### src/rtl/matmul_pkg.sv
// rtl/matmul_pkg.sv - shared sizes, matrix types and state encoding for the matmul engine
package matmul_pkg;
  localparam int DATA_WIDTH = 32;
  localparam int BUS_WIDTH  = 64;
  localparam int MAX_DIM    = BUS_WIDTH / DATA_WIDTH;
  localparam int DIM_W      = $clog2(MAX_DIM);
  localparam int IDX_W      = $clog2(MAX_DIM * MAX_DIM);

  typedef logic [MAX_DIM-1:0][MAX_DIM-1:0][DATA_WIDTH-1:0] matA;
  typedef logic [MAX_DIM-1:0][MAX_DIM-1:0][DATA_WIDTH-1:0] matB;
  typedef logic [MAX_DIM-1:0][MAX_DIM-1:0][BUS_WIDTH-1:0]  matC;

  typedef enum logic [1:0] {
    IDLE = 2'd0,
    CALC = 2'd1,
    DONE = 2'd2
  } state_e;

  localparam int CLK_NS  = 10;
  localparam int RST_CYC = 3;
endpackage

### src/rtl/matmul_mac.sv
// rtl/matmul_mac.sv - combinational signed multiply-accumulate step with overflow detect
module matmul_mac
  import matmul_pkg::*;
(
  input  logic [BUS_WIDTH-1:0]  acc,
  input  logic [DATA_WIDTH-1:0] a,
  input  logic [DATA_WIDTH-1:0] b,
  output logic [BUS_WIDTH-1:0]  sum,
  output logic                  ovf
);
  logic signed [2*DATA_WIDTH-1:0] prod;
  logic signed [BUS_WIDTH-1:0]    prod_ext;

  always_comb begin
    prod     = $signed(a) * $signed(b);
    prod_ext = BUS_WIDTH'(prod);
    sum      = acc + prod_ext;
    // Overflow only when both addends share a sign and the wrapped sum flips it.
    ovf      = (acc[BUS_WIDTH-1] == prod_ext[BUS_WIDTH-1]) &&
               (sum[BUS_WIDTH-1] != acc[BUS_WIDTH-1]);
  end
endmodule

### src/rtl/matmul_engine.sv
// rtl/matmul_engine.sv - sequential C = A*B (+C0) engine, one MAC per cycle, i/j/k loop order
module matmul_engine
  import matmul_pkg::*;
(
  input  logic                          clk_i,
  input  logic                          rst_ni,
  input  logic                          start_i,
  input  logic                          acc_mode_i,
  input  logic [DIM_W-1:0]              dim_n_i,
  input  logic [DIM_W-1:0]              dim_k_i,
  input  logic [DIM_W-1:0]              dim_m_i,
  input  matA                           mat_a_i,
  input  matB                           mat_b_i,
  input  matC                           mat_c_i,
  output logic                          busy_o,
  output logic                          done_o,
  output matC                           mat_c_o,
  output logic [MAX_DIM*MAX_DIM-1:0]    ovf_o
);
  localparam logic [1:0] S_IDLE = 2'(IDLE);
  localparam logic [1:0] S_CALC = 2'(CALC);
  localparam logic [1:0] S_DONE = 2'(DONE);

  logic [1:0]           state;
  matA                  a_q;
  matB                  b_q;
  matC                  c0_q;
  logic [DIM_W-1:0]     dn_q, dk_q, dm_q;
  logic                 mode_q;
  logic [DIM_W-1:0]     cnt_i, cnt_j, cnt_k;
  logic [BUS_WIDTH-1:0] acc_q;

  logic                 last_i, last_j, last_k;
  logic [DIM_W-1:0]     next_i, next_j;
  logic [IDX_W-1:0]     el_idx;
  logic [BUS_WIDTH-1:0] next_bias;
  logic [BUS_WIDTH-1:0] mac_sum;
  logic                 mac_ovf;

  matmul_mac u_mac (
    .acc (acc_q),
    .a   (a_q[cnt_i][cnt_k]),
    .b   (b_q[cnt_k][cnt_j]),
    .sum (mac_sum),
    .ovf (mac_ovf)
  );

  always_comb begin
    last_i    = (cnt_i == dn_q);
    last_j    = (cnt_j == dm_q);
    last_k    = (cnt_k == dk_q);
    next_j    = last_j ? '0 : cnt_j + 1'b1;
    next_i    = last_j ? cnt_i + 1'b1 : cnt_i;
    el_idx    = IDX_W'(int'(cnt_i) * MAX_DIM + int'(cnt_j));
    // Index wraps harmlessly after the final element; the job ends there anyway.
    next_bias = mode_q ? c0_q[next_i][next_j] : '0;
  end

  always_ff @(posedge clk_i or negedge rst_ni) begin
    if (!rst_ni) begin
      state   <= S_IDLE;
      a_q     <= '0;
      b_q     <= '0;
      c0_q    <= '0;
      dn_q    <= '0;
      dk_q    <= '0;
      dm_q    <= '0;
      mode_q  <= 1'b0;
      cnt_i   <= '0;
      cnt_j   <= '0;
      cnt_k   <= '0;
      acc_q   <= '0;
      mat_c_o <= '0;
      ovf_o   <= '0;
    end else begin
      case (state)
        S_IDLE: begin
          if (start_i) begin
            a_q     <= mat_a_i;
            b_q     <= mat_b_i;
            c0_q    <= mat_c_i;
            dn_q    <= dim_n_i;
            dk_q    <= dim_k_i;
            dm_q    <= dim_m_i;
            mode_q  <= acc_mode_i;
            cnt_i   <= '0;
            cnt_j   <= '0;
            cnt_k   <= '0;
            acc_q   <= acc_mode_i ? mat_c_i[0][0] : '0;
            mat_c_o <= '0;
            ovf_o   <= '0;
            state   <= S_CALC;
          end
        end
        S_CALC: begin
          if (mac_ovf) ovf_o[el_idx] <= 1'b1;
          if (!last_k) begin
            acc_q <= mac_sum;
            cnt_k <= cnt_k + 1'b1;
          end else begin
            mat_c_o[cnt_i][cnt_j] <= mac_sum;
            cnt_k <= '0;
            cnt_j <= next_j;
            cnt_i <= next_i;
            acc_q <= next_bias;
            if (last_i && last_j) state <= S_DONE;
          end
        end
        S_DONE:  state <= S_IDLE;
        default: state <= S_IDLE;
      endcase
    end
  end

  assign busy_o = (state != S_IDLE);
  assign done_o = (state == S_DONE);
endmodule

### config.mk
export PLATFORM = sky130hd
export DESIGN_NAME = matmul_engine
export DESIGN_NICKNAME = d
export VERILOG_FILES = /design/src/rtl/matmul_pkg.sv /design/src/rtl/matmul_mac.sv /design/src/rtl/matmul_engine.sv
export SDC_FILE = /design/constraint.sdc
export NUM_CORES = 2
export LEC_CHECK = 0
export CORE_MARGIN = 3
export CORE_UTILIZATION = 52
export DETAILED_ROUTE_END_ITERATION = 7
export GPL_ROUTABILITY_DRIVEN = 1
export GPL_TIMING_DRIVEN = 0
export PLACE_DENSITY_LB_ADDON = 0.08
export SLEW_MARGIN = 20
export SYNTH_ARGS = -nofsm -noshare
export SYNTH_HDL_FRONTEND = slang
export SYNTH_SLANG_ARGS = --single-unit
### constraint.sdc
create_clock -name clk_i -period 12.9 [get_ports clk_i]
set_input_delay 1.935 -clock clk_i [delete_from_list [all_inputs] [get_ports clk_i]]
set_output_delay 1.935 -clock clk_i [all_outputs]
set_load 0.05 [all_outputs]
==> summary.md <==
| Metric | Value |
|---|---|
| Post-synth EDFFs | 0 |
| Layout Nets | between 10000 and 15000 |
| Post-synthesis sequential area ratio | 0.286 |
| Die height | 383 um |
| Die area | ~0.15 mm2 |
| WL per Instance | roughly 29 um |
| Dpl ws | -3270 ps |
| Num CTS Buffers | between 90 and 100 |
| Share of cells above drive strength 1 | 0.0743 |
| Initial antenna violation count | 23 |
| Syn_area_per_cell | about 9.3 um2 |
| CP max-delay cell | o21ai_2 |
| CP Data Required Time | about 14000 ps |
| Final instance area | slightly below 0.09 mm2 |
| Crit-path most repeated cell | fa_1 |
| Part of the cycle the worst path needs | 0.983 |
| Ys async rst share | 1.00 |
| Cells taking the most area after synthesis | fa_1 (29%), dfrtp_1 (29%), nand2_1 (12%) |
| Crit path arrival time | around 13000 ps |
| Crit path max fanout | 10 |
| Grt total ovfl | 0 |
| Routability cong. | about 1.1 |
| Vias | 63600 |
| Most area-hungry cell type in the Yosys netlist | fa_1 |
| Root buffer cell | clkbuf_16 |
| Vias in the first global route | 67200 |
| Maxcap violations | 0 |
| DR iter-0 viols | around 6300 |
| Distinct cells, synth | 83 |
| GRT Resource Usage Total | 0.430 |
| Area Growth Syn to Fin | 20.4% |
| Final setup vio count | 0 |
| Post-Syn Instances | ~7900 |
| Measured slew at the worst slew-check pin | around 1200 ps |
| Clock transition at path regs | around 70 ps |
| Non-Filler Instances | roughly 11000 |
| Slew headroom | 0.191 |
| CTS Sinks | between 800 and 900 |
| Yosys reg bits | about 850 |
| DRC | 0 |
| Width of the die | 383 um |
| TritonCTS clock tree | yes |
| H-tree depth | 3 |
| # port buffers | 780 |
| Total Neg Setup Slack | 0 ps |
| FP Rows | roughly 140 |
| Placed insts | between 10000 and 15000 |
| Clock skew | 118 ps |
| Crit start category | register |
| Warnings from Yosys | 0 |
| Placement Cell Area | roughly 0.085 mm2 |
| Mapped cell area | between 0.07 and 0.08 mm2 |
| Largest net degree at the start of global routing | about 140 |
| Outcome | finished, final reports clean |
| Routed Antenna Nets | 0 |
| Syn Nets | around 9800 |
| Drt pass-1 iters | 8 |
| Via/cell ratio | ~5.9 |
| Fillcell total | around 12000 |
| Worst skew pair latency | about 800 ps |
| WL final | approximately 310 mm |
| Synth Flop Type | dfrtp_1 |
| Top cell type's share of synthesized area | 0.293 |
| Initial Utilization | 0.527 |
| Core area | roughly 0.14 mm2 |
| Fin crit period | between 10000 and 15000 ps |
| Hold Path Class | reg -> reg |
| Clock buffer depth | 3 |
| Hold Fails Final Rpt | 0 |
| Achievable Freq | about 79 MHz |
| Slew Viols, Final | 0 |
| Ports | roughly 800 |
| WS Path Type | reg -> reg |
| Critical path capture point type | register |
| Commonest cells post-synth | nand2_1 (2325), fa_1 (1083), inv_1 (975) |
| Critical Path Max Stage Delay | approximately 680 ps |
| Count leader, synth | nand2_1 |
| Detailed placement HPWL | approximately 250 mm |
| First-pass GRT wire length | between 400 and 500 mm |
| Final worst setup slack | approximately 220 ps |
==> through the flow <==
step           utilization  hold slack [ps]
4_1_cts              0.631              474
6_report             0.635              474
3_5_place_dp         0.604              458
3_3_place_gp         0.599              452
5_1_grt              0.634              490
2_1_floorplan            -              440
==> worst max-delay path, delay by kind of cell (launching register included) <==
kind	cells	cell delay, ps
multiplexers	1	390
flip-flops	1	380
adder cells (fa/ha/maj)	10	4780
XOR/XNOR	2	410
AND/OR/NAND/NOR	4	1230
buffers and inverters	8	1680
AO/OA/AOI/OAI	17	3750
==> state kept, by name, indices dropped and copies added, names as in the netlist <==
name / flops
dk_q: 1
dm_q: 1
cnt_i: 1
c0_q: 256
ovf_o: 4
mode_q: 1
dn_q: 1
cnt_k: 1
acc_q: 64
mat_c_o: 256
cnt_j: 1
b_q: 128
a_q: 128
state: 2
==> worst paths after layout <==
check                                 startpoint                        to  slack (ps)  cells past startpoint
max                            cnt_k$_DFFE_PN0P_      ovf_o[1]$_DFFE_PN0P_         220                     42
min                        c0_q[145]$_DFFE_PN0P_     c0_q[145]$_DFFE_PN0P_         470                      2
max reg2reg                    cnt_k$_DFFE_PN0P_      ovf_o[1]$_DFFE_PN0P_         220                     42
min reg2reg                c0_q[145]$_DFFE_PN0P_     c0_q[145]$_DFFE_PN0P_         470                      2
max in group asynchronous                 rst_ni  mat_c_o[240]$_DFFE_PN0P_        8340                      6
min in group asynchronous                 rst_ni      a_q[114]$_DFFE_PN0P_        1160                      1
==> layout make-up <==
type	count	area, um2	share of cell area
clock inverter	35	497	0.00558
buffer	432	1990	0.0223
antenna	20	50.0	0.000562
sequential	845	21100	0.237
inverter	975	3670	0.0412
clock buffer	135	2760	0.0309
timing repair buffer	821	8350	0.0937
multi-input combinational	5671	48300	0.542
tap	1876	2350	0.0263
==> placed cells by master, fill, tap and decap left out, types with 30 or more instances in the layout <==
cell type,n
clkbuf_1,265
mux4_2,73
a21oi_1,167
fa_1,1070
mux2i_1,39
o21ai_2,34
dfrtp_1,845
buf_4,33
and2_1,35
clkbuf_2,88
clkbuf_16,93
mux2_2,55
clkdlybuf4s50_1,779
o21ai_1,30
a21o_1,88
nor2_1,564
xor2_1,30
o21ai_0,101
a22o_1,218
nand2_1,2325
o21a_1,31
xnor2_1,78
nand3_1,38
clkbuf_8,31
ha_1,250
inv_1,972
==> per-layer routing <==
layer / wire length, um / vias up / track usage
li1: - / 26700 / -
met1: 111000 / 32000 / 0.525
met2: 139000 / 3840 / 0.661
met3: 34500 / 998 / 0.122
met4: 26800 / 22 / 0.293
met5: 396 / - / 0.0149
==> timing repair <==
action	4_1_cts	5_1_grt
setup buffers	2	17
resized for setup	233	180
hold endpoints to repair	0	0
endpoints found under the setup margin	199	129
hold buffers	0	0
pin swaps	1	8
==> kinds of logic after synthesis <==
| family | after synthesis | share of synthesized area |
|---|---|---|
| and+or+nand+nor | 3093 | 0.163 |
| buffers and inverters | 1424 | 0.0724 |
| adders and majority gates | 1334 | 0.335 |
| AOI/OAI and AO/OA | 926 | 0.0888 |
| DFF | 845 | 0.286 |
| muxes | 183 | 0.0380 |
| xor gates and xnor gates | 135 | 0.0161 |
Power is left out: the tool's default activity adds up to more than one toggle a clock period on the data nets, which glitch-free logic cannot reach.
